### src/rtl/dram_req_arbiter_if.sv
`default_nettype none
// ============================================================================
//  Module      : dram_req_arbiter_if
//  Description : Bundle of the client-side and controller-FIFO-side signals
//                of the two-client DRAM request arbiter.
//                  slave  - arbiter view (drives acks, responses, FIFO strobes)
//                  master - environment view (clients + controller FIFOs)
//                Signals:
//                  cl_valid/cl_wr/cl_addr*/cl_wdata*  client requests
//                  cl_ack                             request accepted pulse
//                  rsp_valid/rsp_data/rsp_ready       read response handshake
//                  frq_*                              request FIFO push side
//                  fin_*                              input (write data) FIFO
//                  fout_*                             output (read data) FIFO
//                  error                              sticky protocol error
//  Revision    : 1.0 - initial release
// ============================================================================
interface dram_req_arbiter_if #(
    parameter int PAGE_LEN      = 32,
    parameter int LOG_ADDR_SIZE = 1,
    parameter int LOG_REQ_SIZE  = 1 + LOG_ADDR_SIZE
);
    logic [1:0]               cl_valid;
    logic [1:0]               cl_wr;
    logic [LOG_ADDR_SIZE-1:0] cl_addr0;
    logic [LOG_ADDR_SIZE-1:0] cl_addr1;
    logic [PAGE_LEN-1:0]      cl_wdata0;
    logic [PAGE_LEN-1:0]      cl_wdata1;
    logic [1:0]               cl_ack;

    logic [1:0]               rsp_valid;
    logic [PAGE_LEN-1:0]      rsp_data;
    logic [1:0]               rsp_ready;

    logic                     frq_write_en;
    logic [LOG_REQ_SIZE-1:0]  frq_write_data;
    logic                     frq_full;

    logic                     fin_write_en;
    logic [PAGE_LEN-1:0]      fin_write_data;
    logic                     fin_full;

    logic                     fout_read_en;
    logic [PAGE_LEN-1:0]      fout_read_data;
    logic                     fout_empty;

    logic                     error;

    modport slave (
        input  cl_valid, cl_wr, cl_addr0, cl_addr1, cl_wdata0, cl_wdata1,
        output cl_ack,
        output rsp_valid, rsp_data,
        input  rsp_ready,
        output frq_write_en, frq_write_data,
        input  frq_full,
        output fin_write_en, fin_write_data,
        input  fin_full,
        output fout_read_en,
        input  fout_read_data, fout_empty,
        output error
    );

    modport master (
        output cl_valid, cl_wr, cl_addr0, cl_addr1, cl_wdata0, cl_wdata1,
        input  cl_ack,
        input  rsp_valid, rsp_data,
        output rsp_ready,
        input  frq_write_en, frq_write_data,
        output frq_full,
        input  fin_write_en, fin_write_data,
        output fin_full,
        input  fout_read_en,
        output fout_read_data, fout_empty,
        input  error
    );
endinterface : dram_req_arbiter_if
`default_nettype wire

### src/rtl/dram_req_arbiter.sv
`default_nettype none
// ============================================================================
//  Module      : dram_req_arbiter
//  Description : Shares a single-page DRAM controller between two clients.
//                Granted requests are pushed into the controller request
//                FIFO ({addr, wr}, bit0 = wr) and write pages into its input
//                FIFO. Read pages from the output FIFO are routed back to the
//                issuing client through an in-order tag FIFO and a one-entry
//                response register.
//  Ports       : clk  - clock
//                rst  - asynchronous active-high reset
//                bus  - dram_req_arbiter_if.slave (clients + controller FIFOs)
//  Build macro : ARB_FIXED_PRIO_EN - strict priority (client 0 wins) instead
//                of round-robin; no arbitration pointer is built.
//  Revision    : 1.0 - initial release
// ============================================================================
module dram_req_arbiter #(
    parameter int PAGE_LEN      = 32,
    parameter int LOG_ADDR_SIZE = 1,
    parameter int LOG_REQ_SIZE  = 1 + LOG_ADDR_SIZE,
    parameter int TAG_DEPTH     = 4
) (
    input  wire logic          clk,
    input  wire logic          rst,
    dram_req_arbiter_if.slave  bus
);

    localparam int c_TAG_AW = (TAG_DEPTH > 1) ? $clog2(TAG_DEPTH) : 1;
    localparam logic [c_TAG_AW-1:0] c_PTR_ONE  = c_TAG_AW'(1);
    localparam logic [c_TAG_AW:0]   c_CNT_ONE  = (c_TAG_AW+1)'(1);
    localparam logic [c_TAG_AW:0]   c_CNT_FULL = (c_TAG_AW+1)'(TAG_DEPTH);

    typedef enum logic [0:0] {
        ST_ARB   = 1'b0,
        ST_ISSUE = 1'b1
    } state_t;

    // ------------------------------------------------------------------
    // Registers
    // ------------------------------------------------------------------
    state_t                   r_state;
    logic                     r_frq_we;
    logic [LOG_REQ_SIZE-1:0]  r_frq_wd;
    logic                     r_fin_we;
    logic [PAGE_LEN-1:0]      r_fin_wd;
    logic [1:0]               r_ack;
    logic                     r_gnt;       // client granted in the current ISSUE

    logic [TAG_DEPTH-1:0]     r_tag_mem;   // one bit per entry: issuing client
    logic [c_TAG_AW-1:0]      r_tag_wp;
    logic [c_TAG_AW-1:0]      r_tag_rp;
    logic [c_TAG_AW:0]        r_tag_cnt;

    logic [1:0]               r_rsp_valid;
    logic [PAGE_LEN-1:0]      r_rsp_data;
    logic                     r_error;

    // ------------------------------------------------------------------
    // Eligibility and grant selection
    // ------------------------------------------------------------------
    logic                     w_tag_full;
    logic                     w_tag_empty;
    logic [1:0]               w_elig;
    logic                     w_any_elig;
    logic                     w_gnt;
    logic                     w_sel_wr;
    logic [LOG_ADDR_SIZE-1:0] w_sel_addr;
    logic [PAGE_LEN-1:0]      w_sel_wdata;

    assign w_tag_full  = (r_tag_cnt == c_CNT_FULL);
    assign w_tag_empty = (r_tag_cnt == '0);

    // A write needs room in the input FIFO, a read needs a free tag slot.
    assign w_elig[0] = bus.cl_valid[0] & ~bus.frq_full &
                       (bus.cl_wr[0] ? ~bus.fin_full : ~w_tag_full);
    assign w_elig[1] = bus.cl_valid[1] & ~bus.frq_full &
                       (bus.cl_wr[1] ? ~bus.fin_full : ~w_tag_full);
    assign w_any_elig = |w_elig;

`ifdef ARB_FIXED_PRIO_EN
    assign w_gnt = ~w_elig[0];
`else
    logic r_ptr;   // client that gets first look in the next arbitration

    // Start from the pointer; fall over to the other client when the
    // pointed-to client is not eligible.
    assign w_gnt = r_ptr ? w_elig[1] : ~w_elig[0];

    always_ff @(posedge clk or posedge rst) begin
        if (rst) begin
            r_ptr <= 1'b0;
        end else if (r_state == ST_ISSUE) begin
            r_ptr <= ~r_gnt;
        end
    end
`endif

    assign w_sel_wr    = w_gnt ? bus.cl_wr[1]  : bus.cl_wr[0];
    assign w_sel_addr  = w_gnt ? bus.cl_addr1  : bus.cl_addr0;
    assign w_sel_wdata = w_gnt ? bus.cl_wdata1 : bus.cl_wdata0;

    // ------------------------------------------------------------------
    // Request FSM. The strobes are only ever high in ISSUE, and ISSUE always
    // returns to ARB, so the FIFO full flags are re-sampled after each push.
    // ------------------------------------------------------------------
    always_ff @(posedge clk or posedge rst) begin
        if (rst) begin
            r_state  <= ST_ARB;
            r_frq_we <= 1'b0;
            r_frq_wd <= '0;
            r_fin_we <= 1'b0;
            r_fin_wd <= '0;
            r_ack    <= 2'b00;
            r_gnt    <= 1'b0;
        end else begin
            case (r_state)
                ST_ARB: begin
                    if (w_any_elig) begin
                        r_frq_we <= 1'b1;
                        r_frq_wd <= {w_sel_addr, w_sel_wr};
                        r_fin_we <= w_sel_wr;
                        r_fin_wd <= w_sel_wdata;
                        r_ack    <= w_gnt ? 2'b10 : 2'b01;
                        r_gnt    <= w_gnt;
                        r_state  <= ST_ISSUE;
                    end
                end
                ST_ISSUE: begin
                    r_frq_we <= 1'b0;
                    r_fin_we <= 1'b0;
                    r_ack    <= 2'b00;
                    r_state  <= ST_ARB;
                end
                default: begin
                    r_state <= ST_ARB;
                end
            endcase
        end
    end

    // ------------------------------------------------------------------
    // Tag FIFO and response register
    // ------------------------------------------------------------------
    logic w_push;
    logic w_drain;
    logic w_load;
    logic w_tag_head;

    assign w_push     = (r_state == ST_ISSUE) & ~r_frq_wd[0];
    assign w_drain    = |(r_rsp_valid & bus.rsp_ready);
    assign w_load     = (~|r_rsp_valid | w_drain) & ~bus.fout_empty & ~w_tag_empty;
    assign w_tag_head = r_tag_mem[r_tag_rp];

    always_ff @(posedge clk or posedge rst) begin
        if (rst) begin
            r_tag_mem <= '0;
            r_tag_wp  <= '0;
            r_tag_rp  <= '0;
            r_tag_cnt <= '0;
        end else begin
            if (w_push) begin
                r_tag_mem[r_tag_wp] <= r_gnt;
                r_tag_wp            <= r_tag_wp + c_PTR_ONE;
            end
            if (w_load) begin
                r_tag_rp <= r_tag_rp + c_PTR_ONE;
            end
            case ({w_push, w_load})
                2'b10:   r_tag_cnt <= r_tag_cnt + c_CNT_ONE;
                2'b01:   r_tag_cnt <= r_tag_cnt - c_CNT_ONE;
                default: r_tag_cnt <= r_tag_cnt;
            endcase
        end
    end

    always_ff @(posedge clk or posedge rst) begin
        if (rst) begin
            r_rsp_valid <= 2'b00;
            r_rsp_data  <= '0;
        end else if (w_load) begin
            r_rsp_valid <= w_tag_head ? 2'b10 : 2'b01;
            r_rsp_data  <= bus.fout_read_data;
        end else if (w_drain) begin
            r_rsp_valid <= 2'b00;
        end
    end

    // ------------------------------------------------------------------
    // Sticky protocol error
    // ------------------------------------------------------------------
    logic w_err_orphan;
    logic w_err_ready;

    assign w_err_orphan = ~bus.fout_empty & w_tag_empty & ~w_push;
    assign w_err_ready  = |(bus.rsp_ready & ~r_rsp_valid);

    always_ff @(posedge clk or posedge rst) begin
        if (rst) begin
            r_error <= 1'b0;
        end else if (w_err_orphan | w_err_ready) begin
            r_error <= 1'b1;
        end
    end

    // ------------------------------------------------------------------
    // Outputs. The output FIFO pop is asserted in the same cycle its head is
    // captured: with a first-word-fall-through FIFO this is what allows a
    // fresh response every cycle without reading one word twice.
    // ------------------------------------------------------------------
    assign bus.cl_ack         = r_ack;
    assign bus.frq_write_en   = r_frq_we;
    assign bus.frq_write_data = r_frq_wd;
    assign bus.fin_write_en   = r_fin_we;
    assign bus.fin_write_data = r_fin_wd;
    assign bus.fout_read_en   = w_load;
    assign bus.rsp_valid      = r_rsp_valid;
    assign bus.rsp_data       = r_rsp_data;
    assign bus.error          = r_error;

endmodule : dram_req_arbiter
`default_nettype wire

### src/flat_wrapper.sv
// flat-port wrapper written by rule: the top's interface ports become plain ports
module dram_req_arbiter_flat 
#(
    parameter int PAGE_LEN      = 32,
    parameter int LOG_ADDR_SIZE = 1,
    parameter int LOG_REQ_SIZE  = 1 + LOG_ADDR_SIZE,
    parameter int TAG_DEPTH     = 4
)
  (clk, rst, bus_cl_valid, bus_cl_wr, bus_cl_addr0, bus_cl_addr1, bus_cl_wdata0, bus_cl_wdata1, bus_cl_ack, bus_rsp_valid, bus_rsp_data, bus_rsp_ready, bus_frq_write_en, bus_frq_write_data, bus_frq_full, bus_fin_write_en, bus_fin_write_data, bus_fin_full, bus_fout_read_en, bus_fout_read_data, bus_fout_empty, bus_error);
  dram_req_arbiter_if #(.PAGE_LEN(PAGE_LEN), .LOG_ADDR_SIZE(LOG_ADDR_SIZE), .LOG_REQ_SIZE(LOG_REQ_SIZE)) bus_i ();
  input  wire logic clk;
  input  wire logic rst;
  input wire logic [$bits(bus_i.cl_valid)-1:0] bus_cl_valid;
  input wire logic [$bits(bus_i.cl_wr)-1:0] bus_cl_wr;
  input wire logic [$bits(bus_i.cl_addr0)-1:0] bus_cl_addr0;
  input wire logic [$bits(bus_i.cl_addr1)-1:0] bus_cl_addr1;
  input wire logic [$bits(bus_i.cl_wdata0)-1:0] bus_cl_wdata0;
  input wire logic [$bits(bus_i.cl_wdata1)-1:0] bus_cl_wdata1;
  output wire logic [$bits(bus_i.cl_ack)-1:0] bus_cl_ack;
  output wire logic [$bits(bus_i.rsp_valid)-1:0] bus_rsp_valid;
  output wire logic [$bits(bus_i.rsp_data)-1:0] bus_rsp_data;
  input wire logic [$bits(bus_i.rsp_ready)-1:0] bus_rsp_ready;
  output wire logic [$bits(bus_i.frq_write_en)-1:0] bus_frq_write_en;
  output wire logic [$bits(bus_i.frq_write_data)-1:0] bus_frq_write_data;
  input wire logic [$bits(bus_i.frq_full)-1:0] bus_frq_full;
  output wire logic [$bits(bus_i.fin_write_en)-1:0] bus_fin_write_en;
  output wire logic [$bits(bus_i.fin_write_data)-1:0] bus_fin_write_data;
  input wire logic [$bits(bus_i.fin_full)-1:0] bus_fin_full;
  output wire logic [$bits(bus_i.fout_read_en)-1:0] bus_fout_read_en;
  input wire logic [$bits(bus_i.fout_read_data)-1:0] bus_fout_read_data;
  input wire logic [$bits(bus_i.fout_empty)-1:0] bus_fout_empty;
  output wire logic [$bits(bus_i.error)-1:0] bus_error;
  assign bus_i.cl_valid = bus_cl_valid;
  assign bus_i.cl_wr = bus_cl_wr;
  assign bus_i.cl_addr0 = bus_cl_addr0;
  assign bus_i.cl_addr1 = bus_cl_addr1;
  assign bus_i.cl_wdata0 = bus_cl_wdata0;
  assign bus_i.cl_wdata1 = bus_cl_wdata1;
  assign bus_cl_ack = bus_i.cl_ack;
  assign bus_rsp_valid = bus_i.rsp_valid;
  assign bus_rsp_data = bus_i.rsp_data;
  assign bus_i.rsp_ready = bus_rsp_ready;
  assign bus_frq_write_en = bus_i.frq_write_en;
  assign bus_frq_write_data = bus_i.frq_write_data;
  assign bus_i.frq_full = bus_frq_full;
  assign bus_fin_write_en = bus_i.fin_write_en;
  assign bus_fin_write_data = bus_i.fin_write_data;
  assign bus_i.fin_full = bus_fin_full;
  assign bus_fout_read_en = bus_i.fout_read_en;
  assign bus_i.fout_read_data = bus_fout_read_data;
  assign bus_i.fout_empty = bus_fout_empty;
  assign bus_error = bus_i.error;
  dram_req_arbiter #(.PAGE_LEN(PAGE_LEN), .LOG_ADDR_SIZE(LOG_ADDR_SIZE), .LOG_REQ_SIZE(LOG_REQ_SIZE), .TAG_DEPTH(TAG_DEPTH)) u_core (.clk(clk), .rst(rst), .bus(bus_i));
endmodule
### config.mk
export PLATFORM = sky130hd
export DESIGN_NAME = dram_req_arbiter_flat
export DESIGN_NICKNAME = d
export VERILOG_FILES = /design/src/rtl/dram_req_arbiter_if.sv /design/src/rtl/dram_req_arbiter.sv /design/src/flat_wrapper.sv
export SDC_FILE = /design/constraint.sdc
export NUM_CORES = 1
export LEC_CHECK = 0
export ABC_AREA = 0
export CAP_MARGIN = 20
export CELL_PAD_IN_SITES_DETAIL_PLACEMENT = 0
export CELL_PAD_IN_SITES_GLOBAL_PLACEMENT = 2
export CORE_ASPECT_RATIO = 0.7
export CORE_MARGIN = 2
export CORE_UTILIZATION = 27
export CTS_BUF_LIST = sky130_fd_sc_hd__clkbuf_4
export DETAILED_ROUTE_END_ITERATION = 12
export PLACE_DENSITY = 0.87
export SYNTH_ARGS = -nofsm -noshare
export SYNTH_HDL_FRONTEND = slang
export SYNTH_SLANG_ARGS = --single-unit
export TNS_END_PERCENT = 30
### constraint.sdc
create_clock -name clk -period 3.1 [get_ports clk]
set_clock_uncertainty 0.15 [all_clocks]
set_input_delay 0.31 -clock clk [delete_from_list [all_inputs] [get_ports clk]]
set_output_delay 0.31 -clock clk [all_outputs]
set_load 0.005 [all_outputs]
After elaboration in Yosys (flattened, before gate mapping)
Cells that the tools add are included.
{"block": "classes", "add_sub_neg": 4, "order_cmp": 3, "n_eq_ne": 4, "mux": 24, "bitwise_logic": 24, "n_reduce_logical": 10}
{"cell": "32-bit two-way mux", "n": 1}
{"cell": "1-bit two-way mux", "n": 10}
{"cell": "2-bit two-way mux", "n": 5}
{"cell": "1-bit inverter", "n": 10}
{"cell": "1-bit bitwise AND", "n": 9}
{"cell": "2-bit OR reduction", "n": 4}
{"cell": "2-bit by 3-bit less-than comparator with 1-bit output, second input constant", "n": 2}
{"cell": "1-bit case mux with 2 select lines", "n": 3}
{"cell": "3-bit case mux with 2 select lines", "n": 1}
{"cell": "2-bit by 1-bit adder with 2-bit output, second input constant", "n": 2}
{"cell": "2-bit bitwise AND", "n": 2}
{"cell": "4-bit bitwise mux", "n": 1}
{"cell": "2-bit case mux with 2 select lines", "n": 1}
{"cell": "2-bit nonzero test", "n": 2}
{"cell": "3-bit by 1-bit adder with 3-bit output, second input constant", "n": 1}
{"cell": "3-bit == test, second input constant", "n": 1}
{"cell": "3-bit logical NOT", "n": 1}
{"cell": "3-bit by 1-bit subtractor with 3-bit output, second input constant", "n": 1}
{"cell": "1-bit binary-select mux with 2-bit select", "n": 1}
{"cell": "1-bit demux with 2-bit select", "n": 1}
{"cell": "2-bit by 1-bit == test with 1-bit output, second input constant", "n": 1}
{"cell": "2-bit == test, second input constant", "n": 1}
{"cell": "2-bit by 1-bit >= comparator with 1-bit output, second input constant", "n": 1}
{"cell": "2-bit by 1-bit inequality test with 1-bit output, second input constant", "n": 1}
{"cell": "other kinds (5)", "n": 6}
{"block": "word_totals", "register_bits": 87, "inputBits": 109, "output_inout_bits": 74, "elab_cells": 84}

Logic depth before layout (Yosys ltp)
Gate-level depths: netlist of run 1.
{"block": "depth", "word_depth": 9, "ltp_mapped": 10, "mapped_depth_nobuf": 8}

Worst setup path before layout of run 1
OpenSTA, ideal clock, no wires.
{"block": "synth_path", "path_type": "register to register", "from": "register u_core.r_rsp_valid[0] (netlist: u_core.bus.rsp_valid[0])", "to": "register u_core.r_tag_cnt[2]", "setup_time_ns": 0.079, "t_arrival_ns": 2.386, "required_time_ns": 2.871, "slack_ns": 0.485, "path_stages_with_launch": 10, "period_less_slack_ns": 2.615, "path_cell_list": "dfrtp_1 > or2_2 > a211oi_2 > buf_4 > ha_1 > inv_1 > fa_1 > xor2_1 > nor2_1 > xor2_1"}
{"block": "synth_via", "elab_chain_len": 7, "elab_cells_between_ends": 11, "cone_classes": "eq/ne: 2; mux: 1; bitwise: 4; reduce/logical: 4"}
{"element": "start: declaration", "line_no": "dram_req_arbiter.sv:54", "rtl": "logic [1:0] r_rsp_valid;"}
{"element": "start signal: assignment", "line_no": "dram_req_arbiter.sv:181", "rtl": "r_rsp_valid <= w_tag_head ? 2'b10 : 2'b01;"}
{"element": "2-bit bitwise AND or 2-bit OR reduction (tied branches)", "line_no": "dram_req_arbiter.sv:150, dram_req_arbiter.sv:151"}
{"element": "2-bit OR reduction or 1-bit logical NOT (tied branches)", "line_no": "dram_req_arbiter.sv:150, dram_req_arbiter.sv:151"}
{"element": "1-bit bitwise OR *", "line_no": "dram_req_arbiter.sv:151", "rtl": "assign w_load = (~|r_rsp_valid | w_drain) & ~bus.fout_empty & ~w_tag_empty;"}
{"element": "1-bit bitwise AND * (2 in series)", "line_no": "dram_req_arbiter.sv:151"}
{"element": "net bus_fout_read_en", "line_no": "flat_wrapper.sv:29", "rtl": "output wire logic [$bits(bus_i.fout_read_en)-1:0] bus_fout_read_en;"}
{"element": "2-bit by 1-bit == test with 1-bit output or 2-bit == test (tied branches)", "line_no": "dram_req_arbiter.sv:168", "rtl": "case ({w_push, w_load})"}
{"element": "3-bit case mux with 2 select lines or 2-bit nonzero test (tied branches)"}
{"element": "end signal: assignment", "line_no": "dram_req_arbiter.sv:169", "rtl": "2'b10: r_tag_cnt <= r_tag_cnt + c_CNT_ONE;"}
{"element": "end signal: assignment", "line_no": "dram_req_arbiter.sv:170", "rtl": "2'b01: r_tag_cnt <= r_tag_cnt - c_CNT_ONE;"}
{"element": "end signal: assignment", "line_no": "dram_req_arbiter.sv:171", "rtl": "default: r_tag_cnt <= r_tag_cnt;"}
{"element": "end: declaration", "line_no": "dram_req_arbiter.sv:52", "rtl": "logic [c_TAG_AW:0] r_tag_cnt;"}
Mark *: on every way through the listed nets, which the timed path passes. The rest lies on a longest branch.
A chain may end at the register's enable or synchronous reset.

Final worst setup path of run 1
{"block": "layout_path", "from": "register u_core.r_rsp_valid[1] (netlist: u_core.bus.rsp_valid[1])", "to": "output bus_fout_read_en"}
{"block": "layout_via", "elab_chain_len": 5, "elab_cells_between_ends": 7, "cone_classes": "bitwise: 4; reduce/logical: 3"}
{"element": "2-bit bitwise AND or 2-bit OR reduction (tied branches)", "line_no": "dram_req_arbiter.sv:150, dram_req_arbiter.sv:151"}
{"element": "2-bit OR reduction or 1-bit logical NOT (tied branches)", "line_no": "dram_req_arbiter.sv:150, dram_req_arbiter.sv:151"}
{"element": "1-bit bitwise OR *", "line_no": "dram_req_arbiter.sv:151"}
{"element": "1-bit bitwise AND * (2 in series)", "line_no": "dram_req_arbiter.sv:151"}
{"element": "end: declaration", "line_no": "flat_wrapper.sv:29"}
Every way passes the cells marked *; elsewhere a longest branch is shown, timed or not.

==> flow_summary.toml, run 1 <==
[outcome]
run_status = "completed"

[cells_and_area]
multi_input_area_sq_um = 1580
fin_nets = 586
stdcell_area_sq_um = 6120
n_fill_cell = 1373
antennaDiodeCount = 0
drive_gt1_frac = 0.141
synthToLayoutAreaGrowth_pct = 54.2
post-route-util = 0.421
ff_latch_area_sq_um = 2180

[grt]
grt_pass1_wl_mm = 17.6
grt_pass1_vias = 3299
grt_max_degree = 53
overflow = 0
grt_antenna_before_repair = 0
grt.total_usage = 0.144

[timing]
finalHoldViolations = 0
worst_slew_pin_slew_ps = 683
fmax_mhz = 401
period_share = 0.805
finalSetupViolations = 0
drv_slew = 0
relSlewSlack = 0.545
period_needed_ps = 2490
finalSetupTns_ps = 0
grt_setup_unrepaired = "false"
timing.final.ws_setup_ps = 606

[synthesis]
yosysUniqueCellTypes = 38
synth_edf_count = 0
seq_area_frac_synth = 0.548
synth_seq_cells = 87
synthTopCellsByArea = "dfrtp_1, mux2_2, a221o_1, and4b_1, buf_6"
syn-cell-area_sq_um = 3970
synth_common_cells = "dfrtp_1, a221o_1, and4b_1"
ys_warn_count = 0
synth_fp_nets = 405
synth_top_flop_cell = "dfrtp_1"
synthCells = 290
syn_area_per_cell_sq_um = 13.7
yosysTopAreaCell = "dfrtp_1"
synth_top_area_share = 0.548
async_reset_ff_frac = 1.00
yosysMostFrequentCell = "dfrtp_1"

[critical_path]
worstSetupPathType = "reg -> out"
worstSetupEndpointType = "output pin"
r2r_cells = 8
crit_required_ps = 2640
crit_path_start_kind = "flip-flop"
reg2reg_slack_ps = 760
crit_path_max_fanout = 7
cp.arrival_ps = 2030
reg2reg_to = "u_core.r_tag_cnt[2]"
reg2reg_from = "u_core.bus.rsp_valid[1]"

[route]
route.detailed.drc = 0
dr.pass1.iters = 5
antenna_left = 0
wire_per_inst_um = 16.8
viasPerCell = 4.69
drtIter0Drc = 148
via_count = 3149
routed_wl_mm = 11.3

[clock_network]
cts.repair.resized = 0
cts_sinks = 87
h-tree-depth = 3
cts-root-buf = "clkbuf_4"
tritoncts = "built"
numCtsBuffers = 9
cts_hold_buf = 0
clkTransAtPathRegs_ps = 170
cts_setup_buffers = 0
cts.path.max_buffers = 2
clk_latency_ps = 440

[power_and_ir_drop]
ir_drop_mv = 0.261
combinationalPowerShare = 0.446
finalPower_mw = 4.75
sw_frac_of_total = 0.311
power_per_cell_area_nw_per_um2 = 775
p_int_mw = 3.27
p_sw_mw = 1.48
pwr-share-seq = 0.407
clockPowerShare = 0.147
power.leakage_nw = 2.58

[placement]
port_buffers = 182
gp_congestion = 0.749
dp_hpwl_mm = 8.02
place_area_sq_um = 5970
place_ws_ps = 450

[min_path]
worstHoldPathType = "in -> async"

[die]
rows = 37
io_pins = 183
die_w_um = 149
initial_utilization = 0.273
die-area_sq_um = 15700
core_sq_um = 14500
fp.dieH_um = 105

[run]
drv_cap = 0
-- layer usage --
metal,track usage,routed length [um],up-vias
li1,-,-,1467
met1,0.189,5130,1555
met2,0.230,5270,120
met3,0.0455,819,7
met4,0.0340,71,0
met5,0,0,-
-- sequential cells by signal (all words and copies together) (netlist names) --
| signal | count |
|---|---|
| u_core.bus.cl_ack | 2 |
| u_core.bus.rsp_data | 32 |
| u_core.bus.frq_write_data | 2 |
| u_core.r_tag_rp | 2 |
| u_core.bus.error | 1 |
| u_core.r_gnt | 1 |
| u_core.bus.rsp_valid | 2 |
| u_core.r_tag_wp | 2 |
| u_core.r_state | 1 |
| u_core.bus.fin_write_data | 32 |
| u_core.bus.frq_write_en | 1 |
| u_core.r_ptr | 1 |
| u_core.bus.fin_write_en | 1 |
| u_core.r_tag_cnt | 3 |
| u_core.r_tag_mem | 4 |
-- per-stage QoR --
stage,instances,hold WS [ps]
6_report,671,104
5_1_grt,671,107
4_1_cts,671,74.2
3_5_place_dp,655,293
3_3_place_gp,655,285
2_1_floorplan,290,276
-- placed cells by master, fill, tap and decap left out, types with 2 or more instances in the layout --
cell | netlist | final
a221o_1 | 35 | 35
nor3_1 | 5 | 5
inv_6 | 0 | 2
mux2i_1 | 2 | 2
a21oi_1 | 3 | 3
xor2_1 | 3 | 3
buf_4 | 6 | 8
inv_1 | 13 | 12
nand2_1 | 13 | 13
o21ai_0 | 5 | 5
clkbuf_4 | 0 | 9
clkdlybuf4s50_1 | 0 | 182
xnor2_1 | 3 | 3
a22oi_1 | 2 | 2
a211oi_4 | 1 | 2
nor2_1 | 7 | 7
dfrtp_1 | 87 | 87
inv_8 | 0 | 2
and4b_1 | 34 | 34
ha_1 | 5 | 5
buf_12 | 0 | 2
mux2_2 | 32 | 32
-- worst max-delay path, cell delays in order, from the launching register on --
cell	delay (ps)
dfrtp_1	480
or2_2	330
a211oi_4	250
clkdlybuf4s50_1	550
-- worst max-delay path by stage --
| stage | cells after the start | to | startpoint | slack, ps |
|---|---|---|---|---|
| finish | 3 | bus_fout_read_en | u_core.bus.rsp_valid[1] | 610 |
| global route | 3 | bus_fout_read_en | u_core.r_tag_cnt[0] | 460 |
| CTS | 3 | bus_fout_read_en | u_core.bus.rsp_valid[1] | 550 |
| detailed placement | 6 | u_core.bus.fin_write_en | bus_cl_wr[1] | 450 |
| global placement | 6 | u_core.bus.fin_write_en | bus_cl_wr[1] | 540 |
| floorplan | 1 | u_core.bus.cl_ack[0] | rst | 390 |
-- power groups by stage --
stage / Sequential [mW] / Clock (mW) / Combinational [mW]
CTS: 1.94 / 0.744 / 2.16
finish: 1.93 / 0.700 / 2.12
global route: 2.00 / 0.784 / 2.30
detailed placement: 1.96 / 0 / 2.15
global placement: 1.94 / 0 / 2.11
floorplan: 1.95 / 0 / 0.940
-- layout make-up --
class,instances,area share
multi-input cells,168,0.257
clock buffers,9,0.0110
well taps,195,0.0398
flip-flops and latches,87,0.356
repair buffers,192,0.314
clock inverters,7,0.0141
inverters,13,0.00817
-- kinds of logic (layout without fill, tap and decap cells) --
group / count (synthesis) / count (layout) / share of synthesized area
compound gates: 53 / 53 / 0.130
xor+xnor: 6 / 6 / 0.0132
fa+ha+maj: 6 / 6 / 0.0208
buf+inv: 35 / 221 / 0.0564
flops: 87 / 87 / 0.548
mux: 35 / 35 / 0.101
simple gates: 68 / 68 / 0.130
Note: power is estimated with default switching activity, not from simulation.
==> run 2, diff against run 1 <==
Settings changed: CORE_UTILIZATION 27 to 24, PLACE_DENSITY 0.87 to 0.82.
Clock period 3.1 ns to 2.2 ns, I/O delays scaled along.
==> run 2 against run 1 <==
Against the previous run:
- the flow now finishes with violations (setup timing)
- sequential share of layout area down 1.5 points
- final area increased by 4.5%
- combinational power increased by 50%
- critical path type is now reg -> reg
==> flow_summary.toml, run 2 (same netlist as run 1, synthesis figures left out) <==
[timing]
finalSetupViolations = 1
period_needed_ps = 2220
finalSetupTns_ps = -17.1
period_share = 1.01
timing.hold.ws_ps = 80.1
drv_slew = 0
relSlewSlack = 0.682
fmax_mhz = 451
timing.final.ws_setup_ps = -17.1
worst_slew_pin_slew_ps = 477
grt_setup_unrepaired = "true"
finalHoldViolations = 0

[clock_network]
h-tree-depth = 3
numCtsBuffers = 9
cts.path.max_buffers = 2
clk_latency_ps = 440
tritoncts = "built"
cts_hold_buf = 0
clkTransAtPathRegs_ps = 160
cts-root-buf = "clkbuf_4"
cts_sinks = 87

[placement]
dp_hpwl_mm = 8.20
post-place-cells = 703
place_ws_ps = -214
gp_congestion = 0.734
port_buffers = 182

[grt]
grt_pass1_vias = 3427
overflow = 0
grt_max_degree = 88
grt_antenna_before_repair = 0
grt_pass1_wl_mm = 18.0
grt.total_usage = 0.130

[critical_path]
crit_required_ps = 2420
startpoint = "u_core.bus.rsp_valid[1]"
crit_path_max_fanout = 2
reg2reg_from = "u_core.bus.rsp_valid[1]"
cp.arrival_ps = 2430
crit_path_start_kind = "flip-flop"
reg2reg_to = "u_core.r_tag_cnt[2]"
worstSetupPathType = "reg -> reg"
reg2reg_slack_ps = -20
worstSetupEndpointType = "flip-flop"
cp-endpoint = "u_core.r_tag_cnt[2]"
r2r_cells = 9

[route]
via_count = 3278
wire_per_inst_um = 15.8
route.detailed.drc = 0
dr.pass1.iters = 4
routed_wl_mm = 11.4
drtIter0Drc = 123
viasPerCell = 4.53
antenna_left = 0

[die]
rows = 39
fp.dieH_um = 112
initial_utilization = 0.244
core_sq_um = 16200
io_pins = 183
die-area_sq_um = 17600
die_w_um = 158

[cells_and_area]
final_cells = 723
antennaDiodeCount = 0
n_fill_cell = 1531
drive_gt1_frac = 0.191
fin_nets = 608
ff_latch_area_sq_um = 2180
final_common_cell = "clkdlybuf4s50_1"
multi_input_area_sq_um = 1600
post-route-util = 0.394
synthToLayoutAreaGrowth_pct = 61.1
final_cell_mix = "clkdlybuf4s50_1, dfrtp_1, a221o_1"

[outcome]
run_status = "complete, but fails checks"
violations = "setup timing"

[run]
drv_cap = 0

[power_and_ir_drop]
power_per_cell_area_nw_per_um2 = 1080
ir_drop_mv = 0.347
power.leakage_nw = 2.71

[min_path]
worstHoldPathType = "in -> async"
run 2: through the flow:
| stage | area [sq um] | total power, mW |
|---|---|---|
| 2_1_floorplan | 3970 | 4.07 |
| 3_3_place_gp | 6180 | 5.79 |
| 3_5_place_dp | 6180 | 5.89 |
| 4_1_cts | 6350 | 6.94 |
| 5_1_grt | 6400 | 7.36 |
| 6_report | 6400 | 6.90 |
run 2: layout make-up:
cell class	instances	share of cell area
timing repair buffer	214	0.334
clock buffer	9	0.0106
sequential	87	0.341
clock inverter	7	0.0123
multi-input combinational	168	0.251
inverter	13	0.00821
tap	225	0.0440
run 2: metal layers:
metal	vias to the layer above	global-route usage	routed length [um]
met5	-	0	0
met4	0	0.0303	79
met3	7	0.0378	747
met2	136	0.202	5230
met1	1614	0.179	5350
li1	1521	-	-
run 2: worst max-delay path, cell delays in order, from the launching register on:
cell	delay, ps
dfrtp_1	410
or2_4	260
a211oi_4	210
buf_4	150
ha_4	130
inv_2	40
fa_2	350
xor2_1	150
nor2_1	140
xor2_1	150
run 2: how the worst min path moves through the flow:
stage               slack, ps             start                       endpoint  cells after the start
global route              120               rst  u_core.bus.fin_write_data[24]                      3
floorplan                 210  bus_cl_wdata0[0]   u_core.bus.fin_write_data[0]                      1
CTS                        80               rst         u_core.bus.rsp_data[5]                      3
finish                     80               rst  u_core.bus.fin_write_data[15]                      3
global placement          290      u_core.r_gnt                   u_core.r_ptr                      1
detailed placement        300      u_core.r_gnt                   u_core.r_ptr                      1
run 2: timing repair:
item	CTS	global route
setup buffers	2	2
gates resized for setup	3	9
pin swaps	1	5
endpoints found under the setup margin	2	36
run 2: power breakdown:
group          switching (mW)  internal [mW]  total, mW
logic                    1.09           2.11       3.19
clock network           0.620          0.362      0.982
registers               0.437           2.29       2.73
